==> src/rtl/param_processor.sv <==
// param_processor: multi-cycle accumulator-style processor with an NREGS x DATA_W register file,
// 8-op ALU, Z/N/C flags and a run/done handshake. Define PARAM_PROC_MULT_EN to build the multiplier.
module param_processor #(
    parameter int unsigned DATA_W = 16,
    parameter int unsigned NREGS  = 4
) (
    input  logic                     clk,
    input  logic                     reset,
    input  logic                     run,
    input  logic [DATA_W-1:0]        instr,
    input  logic [$clog2(NREGS)-1:0] rd_sel,
    output logic [DATA_W-1:0]        rd_data,
    output logic                     busy,
    output logic                     done,
    output logic                     illegal,
    output logic                     flag_z,
    output logic                     flag_n,
    output logic                     flag_c
);

    localparam int unsigned RW    = $clog2(NREGS);
    localparam int unsigned IMM_W = DATA_W - 4 - RW;
    localparam int unsigned EXT_W = DATA_W - IMM_W;

    localparam logic [1:0] S_IDLE  = 2'd0;
    localparam logic [1:0] S_LOADA = 2'd1;
    localparam logic [1:0] S_EXEC  = 2'd2;
    localparam logic [1:0] S_WB    = 2'd3;

    localparam logic [2:0] OP_MV   = 3'b000;
    localparam logic [2:0] OP_ADD  = 3'b001;
    localparam logic [2:0] OP_SUB  = 3'b010;
    localparam logic [2:0] OP_MULT = 3'b011;
    localparam logic [2:0] OP_AND  = 3'b100;
    localparam logic [2:0] OP_OR   = 3'b101;
    localparam logic [2:0] OP_XOR  = 3'b110;
    localparam logic [2:0] OP_CMP  = 3'b111;

`ifdef PARAM_PROC_MULT_EN
    localparam bit MULT_EN = 1'b1;
`else
    localparam bit MULT_EN = 1'b0;
`endif

    logic [1:0]        state;
    logic [1:0]        state_nxt;
    logic [DATA_W-1:0] ir;
    logic [DATA_W-1:0] a;
    logic [DATA_W-1:0] r;
    logic [DATA_W-1:0] regs [NREGS];

    logic              ir_ld;
    logic              a_ld;
    logic              exec_en;
    logic              rf_we;
    logic [DATA_W-1:0] rf_wdata;
    logic              busy_nxt;
    logic              done_nxt;
    logic              illegal_nxt;

    // Instruction field decode from the latched IR
    logic [2:0]        op_c;
    logic              m_c;
    logic [RW-1:0]     rx_c;
    logic [IMM_W-1:0]  d_c;
    logic [DATA_W-1:0] operand_c;
    logic [2:0]        instr_op_c;
    logic              instr_ill_c;
    logic              ir_ill_c;

    assign op_c       = ir[DATA_W-1 -: 3];
    assign m_c        = ir[DATA_W-4];
    assign rx_c       = ir[DATA_W-5 -: RW];
    assign d_c        = ir[IMM_W-1:0];
    assign operand_c  = m_c ? {{EXT_W{d_c[IMM_W-1]}}, d_c} : regs[d_c[RW-1:0]];
    assign instr_op_c = instr[DATA_W-1 -: 3];

    // Multiply opcode is rejected when the multiplier is not built
    assign instr_ill_c = !MULT_EN && (instr_op_c == OP_MULT);
    assign ir_ill_c    = !MULT_EN && (op_c == OP_MULT);

    assign rd_data = regs[rd_sel];

    // ALU: result and carry/borrow for the op in IR
    logic [DATA_W-1:0] alu_res;
    logic              alu_c;
    logic [DATA_W:0]   sum_c;
    logic [DATA_W:0]   diff_c;
`ifdef PARAM_PROC_MULT_EN
    logic [2*DATA_W-1:0] prod_c;
`endif

    always_comb begin
        alu_res = '0;
        alu_c   = 1'b0;
        sum_c   = {1'b0, a} + {1'b0, operand_c};
        diff_c  = {1'b0, a} - {1'b0, operand_c};
`ifdef PARAM_PROC_MULT_EN
        prod_c  = (2*DATA_W)'(a) * (2*DATA_W)'(operand_c);
`endif
        case (op_c)
            OP_ADD: begin
                alu_res = sum_c[DATA_W-1:0];
                alu_c   = sum_c[DATA_W];
            end
            OP_SUB, OP_CMP: begin
                alu_res = diff_c[DATA_W-1:0];
                alu_c   = diff_c[DATA_W];
            end
`ifdef PARAM_PROC_MULT_EN
            OP_MULT: begin
                alu_res = prod_c[DATA_W-1:0];
                alu_c   = |prod_c[2*DATA_W-1:DATA_W];
            end
`endif
            OP_AND:  alu_res = a & operand_c;
            OP_OR:   alu_res = a | operand_c;
            OP_XOR:  alu_res = a ^ operand_c;
            default: alu_res = '0;
        endcase
    end

    // State register
    always_ff @(posedge clk or negedge reset) begin
        if (!reset) begin
            state <= S_IDLE;
        end else begin
            state <= state_nxt;
        end
    end

    // Next state and datapath controls; done/illegal are computed one cycle ahead and registered
    always_comb begin
        state_nxt   = state;
        ir_ld       = 1'b0;
        a_ld        = 1'b0;
        exec_en     = 1'b0;
        rf_we       = 1'b0;
        rf_wdata    = '0;
        done_nxt    = 1'b0;
        illegal_nxt = 1'b0;
        case (state)
            S_IDLE: begin
                if (run) begin
                    ir_ld       = 1'b1;
                    state_nxt   = S_LOADA;
                    done_nxt    = (instr_op_c == OP_MV) || instr_ill_c;
                    illegal_nxt = instr_ill_c;
                end
            end
            S_LOADA: begin
                if (op_c == OP_MV) begin
                    rf_we     = 1'b1;
                    rf_wdata  = operand_c;
                    state_nxt = S_IDLE;
                end else if (ir_ill_c) begin
                    state_nxt = S_IDLE;
                end else begin
                    a_ld      = 1'b1;
                    state_nxt = S_EXEC;
                    done_nxt  = (op_c == OP_CMP);
                end
            end
            S_EXEC: begin
                exec_en = 1'b1;
                if (op_c == OP_CMP) begin
                    state_nxt = S_IDLE;
                end else begin
                    state_nxt = S_WB;
                    done_nxt  = 1'b1;
                end
            end
            S_WB: begin
                rf_we     = 1'b1;
                rf_wdata  = r;
                state_nxt = S_IDLE;
            end
            default: state_nxt = S_IDLE;
        endcase
        busy_nxt = (state_nxt != S_IDLE);
    end

    // Datapath registers, flags and handshake outputs
    always_ff @(posedge clk or negedge reset) begin
        if (!reset) begin
            ir      <= '0;
            a       <= '0;
            r       <= '0;
            flag_z  <= 1'b0;
            flag_n  <= 1'b0;
            flag_c  <= 1'b0;
            busy    <= 1'b0;
            done    <= 1'b0;
            illegal <= 1'b0;
            for (int unsigned i = 0; i < NREGS; i++) begin
                regs[RW'(i)] <= '0;
            end
        end else begin
            busy    <= busy_nxt;
            done    <= done_nxt;
            illegal <= illegal_nxt;
            if (ir_ld) begin
                ir <= instr;
            end
            if (a_ld) begin
                a <= regs[rx_c];
            end
            if (exec_en) begin
                r      <= alu_res;
                flag_z <= (alu_res == '0);
                flag_n <= alu_res[DATA_W-1];
                flag_c <= alu_c;
            end
            if (rf_we) begin
                regs[rx_c] <= rf_wdata;
            end
        end
    end

endmodule

==> config.mk <==
export PLATFORM = sky130hd
export DESIGN_NAME = param_processor
export DESIGN_NICKNAME = d
export VERILOG_FILES = /design/src/rtl/param_processor.sv
export SDC_FILE = /design/constraint.sdc
export NUM_CORES = 1
export LEC_CHECK = 0
export BUFFER_PORTS_ARGS = -buffer_cell sky130_fd_sc_hd__buf_2
export CAP_MARGIN = 20
export CORE_UTILIZATION = 55
export CTS_CLUSTER_DIAMETER = 200
export CTS_CLUSTER_SIZE = 10
export DETAILED_ROUTE_END_ITERATION = 7
export PLACE_DENSITY = 0.76
export SYNTH_ARGS = -nofsm -noshare
export SYNTH_HDL_FRONTEND = slang
export SYNTH_SLANG_ARGS = --single-unit
==> constraint.sdc <==
create_clock -name clk -period 3.9 [get_ports clk]
set_input_delay 0.39 -clock clk [delete_from_list [all_inputs] [get_ports clk]]
set_output_delay 0.39 -clock clk [all_outputs]
set_load 0.01 [all_outputs]
# After elaboration in Yosys (flattened, before gate mapping)
# Cells that the tools add are included.
[word_totals]
reg_bits = 120
input_bits = 21
out_inout_bits = 22
word_cells = 82
[op_classes]
add_sub_neg = 2
magnitude_cmp = 4
n_eq_ne = 11
muxes = 37
n_bitwise = 6
n_reduce_logical = 8
[op_table]
columns = ["op", "count"]
rows = [
  ["$mux W16", 9],
  ["$bmux W16 S2", 3],
  ["$pmux W16 S5", 1],
  ["$bwmux W64", 1],
  ["$demux W16 S2", 1],
  ["$pmux W16 S2", 1],
  ["$add A16 B16 Y17", 1],
  ["$sub A16 B16 Y17", 1],
  ["$and A16 B16 Y16", 1],
  ["$logic_not A16 Y1", 1],
  ["$or A16 B16 Y16", 1],
  ["$xor A16 B16 Y16", 1],
  ["$mux W1", 13],
  ["$eq A3 B3 Y1 const B", 4],
  ["$eq A3 B2 Y1 const B", 3],
  ["$ge A3 B3 Y1 const B", 3],
  ["$not A2 Y3", 3],
  ["$mux W2", 4],
  ["$pmux W2 S4", 1],
  ["$logic_not A3 Y1", 2],
  ["$eq A2 B2 Y1 const B", 2],
  ["$pmux W1 S2", 2],
  ["$eq A3 B1 Y1 const B", 1],
  ["$lt A3 B1 Y1 const B", 1],
  ["other kinds (7)", 7],
]

# Depth between registers and ports, before layout
[logic_depth]
depth_word = 8
ltp_mapped = 16
depth_no_buf = 15

# Worst setup path after synthesis
# No wires, ideal clock.
[synth_path]
kind = "register -> register"
from = "register ir[0]"
to = "register flag_z"
setup_ns = 0.122
arrival_time_ns = 3.994
slack_ns = -0.215
path_stages_with_launch = 15
path_buffers = 2
period_less_slack_ns = 4.115
cell_sequence = "dfrtp_1 buf_2 clkbuf_1 mux4_2 mux2_2 inv_1 ha_1 nand2_1 or4b_1 o2111ai_1 a211oi_1 a2111oi_1 a21oi_1 a31o_1 a32o_1"
[synth_via]
elab_chain_len = 8
word_cells_on_any_way = 12
classes_between = "2 x add/sub; 5 x mux; 4 x bitwise; 1 x reduce/logical"
[synth_rtl]
columns = ["item", "line_no", "text"]
rows = [
  ["start: declaration", "47", "logic [DATA_W-1:0] ir;"],
  ["start signal: assignment", "203", "ir <= instr;"],
  ["$not A2 Y3 (not written as such)", "75", "assign operand_c = m_c ? {{EXT_W{d_c[IMM_W-1]}}, d_c} : regs[d_c[RW-1:0]];"],
  ["$bmux W16 S2", "75", ""],
  ["$mux W16 (not written as such) (2 in a row)", "75", ""],
  ["$mux W16 (*)", "75", ""],
  ["$sub A16 B16 Y17 (tied with other cells)", "97", "diff_c = {1'b0, a} - {1'b0, operand_c};"],
  ["$pmux W16 S5 (*)", "101", "case (op_c)"],
  ["$logic_not A16 Y1 (*)", "210", "flag_z <= (alu_res == '0);"],
  ["end signal: assignment", "210", ""],
  ["end: declaration", "16", "output logic flag_z,"],
]
# Every way passes the cells marked *; elsewhere a longest branch is shown, timed or not. The select of a mux whose other input is x is not followed.
# A chain may end at the register's enable or synchronous reset.

# Worst setup path in the final report
# Same ends and word-level chain as after synthesis.

==> qor.yml <==
vias: 7597
max_slew_margin_pct: 30.1
maxCapViolCount: 0
slowest_stage: "mux4_2"
start_util_pct: 57.1
grt_setup_unrepaired: "true"
n_antenna_cell: 0
yosys_warnings: 0
dieWidth_um: 126
cp.required_ns: 4.21
htree_levels: 4
crit_family: "compound AO/OA/AOI/OAI gates"
fin_util_pct: 68.4
tightest_slew_ns: 1.05
min_path_type: "in -> async"
power_leakage_uw: 0.00448
hold_viol: 0
synth-seq-cells: 119
outcome: "complete, no violations"
fp.dieH_um: 126
grt_pass1_vias: 7272
worstPathCellList: "buf_4 > mux4_2 > mux2_2 > inv_1 > ha_2 > nor2_2 > buf_4 > o211ai_1 > a311oi_2 > o21ai_1 > o21ai_1 > a211oi_1 > mux2i_1 > a211oi_2 > a32o_1"
synth_top_area_cell: "dfrtp_1"
fin_skew_ns: 0.0120
clockRootBuffer: "clkbuf_16"
nFillCells: 1102
gp_congestion: 0.962
worst-path-buf-inv: 3
power_density_nw_per_um2: 998
num_rows: 44
dr.pass1.iters: 5
r2r_setup_slack_ns: 0.10
vias_per_cell: 6.37
end_kind: "flip-flop"
fin_crit_sh_pct: 97.4
ys_async_sr_fraction_pct: 100
r2r-start: "ir[0]$_DFFE_PN0P_"
core_um2: 14800
design_area_um2: 10100
timing.rr.end: "flag_z$_DFFE_PN0N_"
synth_top_area_share_pct: 35.3
clockBufferDepth: 2
clock-sinks: 119
synth_cell_type_count: 68
slowest_delay_ns: 0.52
post_drt_wl_per_cell_um: 19.9
setup_viol: 0
routed_wl_mm: 23.7
clk_latency_ns: 0.42
grt_usage_pct: 31.2
synth_ff_type: "dfrtp_1"
synth_commonest_cells: "nand2_1 (165), dfrtp_1 (119), o21ai_1 (56), inv_1 (54), o21ai_0 (53)"
slew_viol_final: 0
setup_tns_ns: 0
yosysMostFrequentCell: "nand2_1"
syn_avg_cell_area_um2: 9.34
antenna_found_initial: 0
fin_nets: 1070
hold_buffers: 0
arrival_ns: 4.11
syn_to_final_growth_pct: 19.7
initialDrtViolationCount: 624
grt_pass1_wl_mm: 38.6
overflow: 0
synth_nets: 977
placed_cell_area_um2: 9310
numCtsBuffers: 17
critical_path_peak_fanout: 7
grt_max_degree: 73
netlist_area_um2: 8430
start_kind: "flip-flop"
cts_tree: "yes"
clk_pin_slew_worst_paths_ns: 0.06
port_buffers: 42
whs_ns: 0.0928
ys_seq_area_share_pct: 35.3
ioPinCount: 43
die_area_um2: 15800
fmax_mhz: 263
ir_drop_mv: 0.549
layout-drive-gt1-share_pct: 26.7
drc: 0
synth-edff-count: 0
crit_type: "reg -> reg"
r2r.worst_path.cells: 15
period_needed_ns: 3.80
detail-route-antenna-nets: 0
hpwl_mm: 16.7
netlist_top_cells_area: "dfrtp_1 (35%), mux4_2 (12%), ha_1 (7.7%)"
postSynthCellCount: 902
## power breakdown
group          switching [uW]  internal, uW  total (uW)
registers                 489          1680        2170
logic                    3420          2880        6300
clock network             592          1010        1600
## registers in the layout (all words and copies together), names as in the netlist
signal,flops
ir,16
flag_z,1
illegal,1
regs,64
flag_n,1
busy,1
a,16
r,15
done,1
flag_c,1
state,2
## worst reg2reg max path: stages (launching register included)
cell and delay, ns:
dfrtp_1 0.37, buf_4 0.17, mux4_2 0.52, mux2_2 0.31, inv_1 0.09, ha_2 0.33, nor2_2 0.16, buf_4 0.14
o211ai_1 0.16, a311oi_2 0.33, o21ai_1 0.13, o21ai_1 0.23, a211oi_1 0.14, mux2i_1 0.26, a211oi_2 0.11, a32o_1 0.26
## through the flow
stage	setup slack, ns	power [uW]	std cells
after floorplan	0.00382	5820	902
after global placement	0.106	7850	1156
after detailed placement	0.0433	7970	1156
after CTS	0.00733	9640	1188
after global routing	-0.0345	10700	1192
final	0.101	10100	1192
## metal layers
layer,vias up,track usage (%),wire length [um]
li1,3458,-,-
met1,3728,44.4,10400
met2,362,47.6,10800
met3,49,6.20,1970
met4,0,11.8,549
met5,-,0,0
## timing repair
item | CTS | global route
gates resized for setup | 0 | 27
endpoints found under the hold margin | 0 | 0
endpoints found under the setup margin | 0 | 6
buffers inserted | 0 | 2
## logic make-up after synthesis
logic type	count (synthesis)	share of synthesized area (%)
buf+inv	121	5.75
fa+ha+maj	56	8.43
simple gates	270	14.2
flops	119	35.3
mux	86	17.4
compound gates	243	18.1
xor+xnor	7	0.728
## cells in the final DEF (no fill, tap or decap), types with 25 or more instances in the layout
cell type  Yosys  routed
buf_2          9      41
a21oi_1       29      28
dfrtp_1      119     119
ha_1          52      51
mux4_2        46      46
o21ai_0       53      49
mux2_2        25      25
buf_4          1      95
nor2_1        37      36
inv_1         54      53
nand2_1      165     164
o21ai_1       56      60
## cell type report
type	instances	area (um^2)	share of cell area, %
clock buffer	18	429	4.25
sequential	119	2980	29.5
clock inverter	14	174	1.72
tap	184	230	2.28
inverter	56	210	2.08
timing repair buffer	139	993	9.85
multi-input combinational	662	5070	50.3
## how the worst max path moves through the flow
stage,startpoint,end,slack [ns],cells after the start
after floorplan,ir[0]$_DFFE_PN0P_,flag_z$_DFFE_PN0N_,0.004,14
after global placement,ir[0]$_DFFE_PN0P_,flag_z$_DFFE_PN0N_,0.11,18
after detailed placement,ir[0]$_DFFE_PN0P_,flag_z$_DFFE_PN0N_,0.04,18
after CTS,ir[0]$_DFFE_PN0P_,flag_z$_DFFE_PN0N_,0.007,18
after global routing,ir[0]$_DFFE_PN0P_,flag_z$_DFFE_PN0N_,-0.03,14
final,ir[0]$_DFFE_PN0P_,flag_z$_DFFE_PN0N_,0.10,15
No activity file was read; power rests on OpenSTA's default activity.
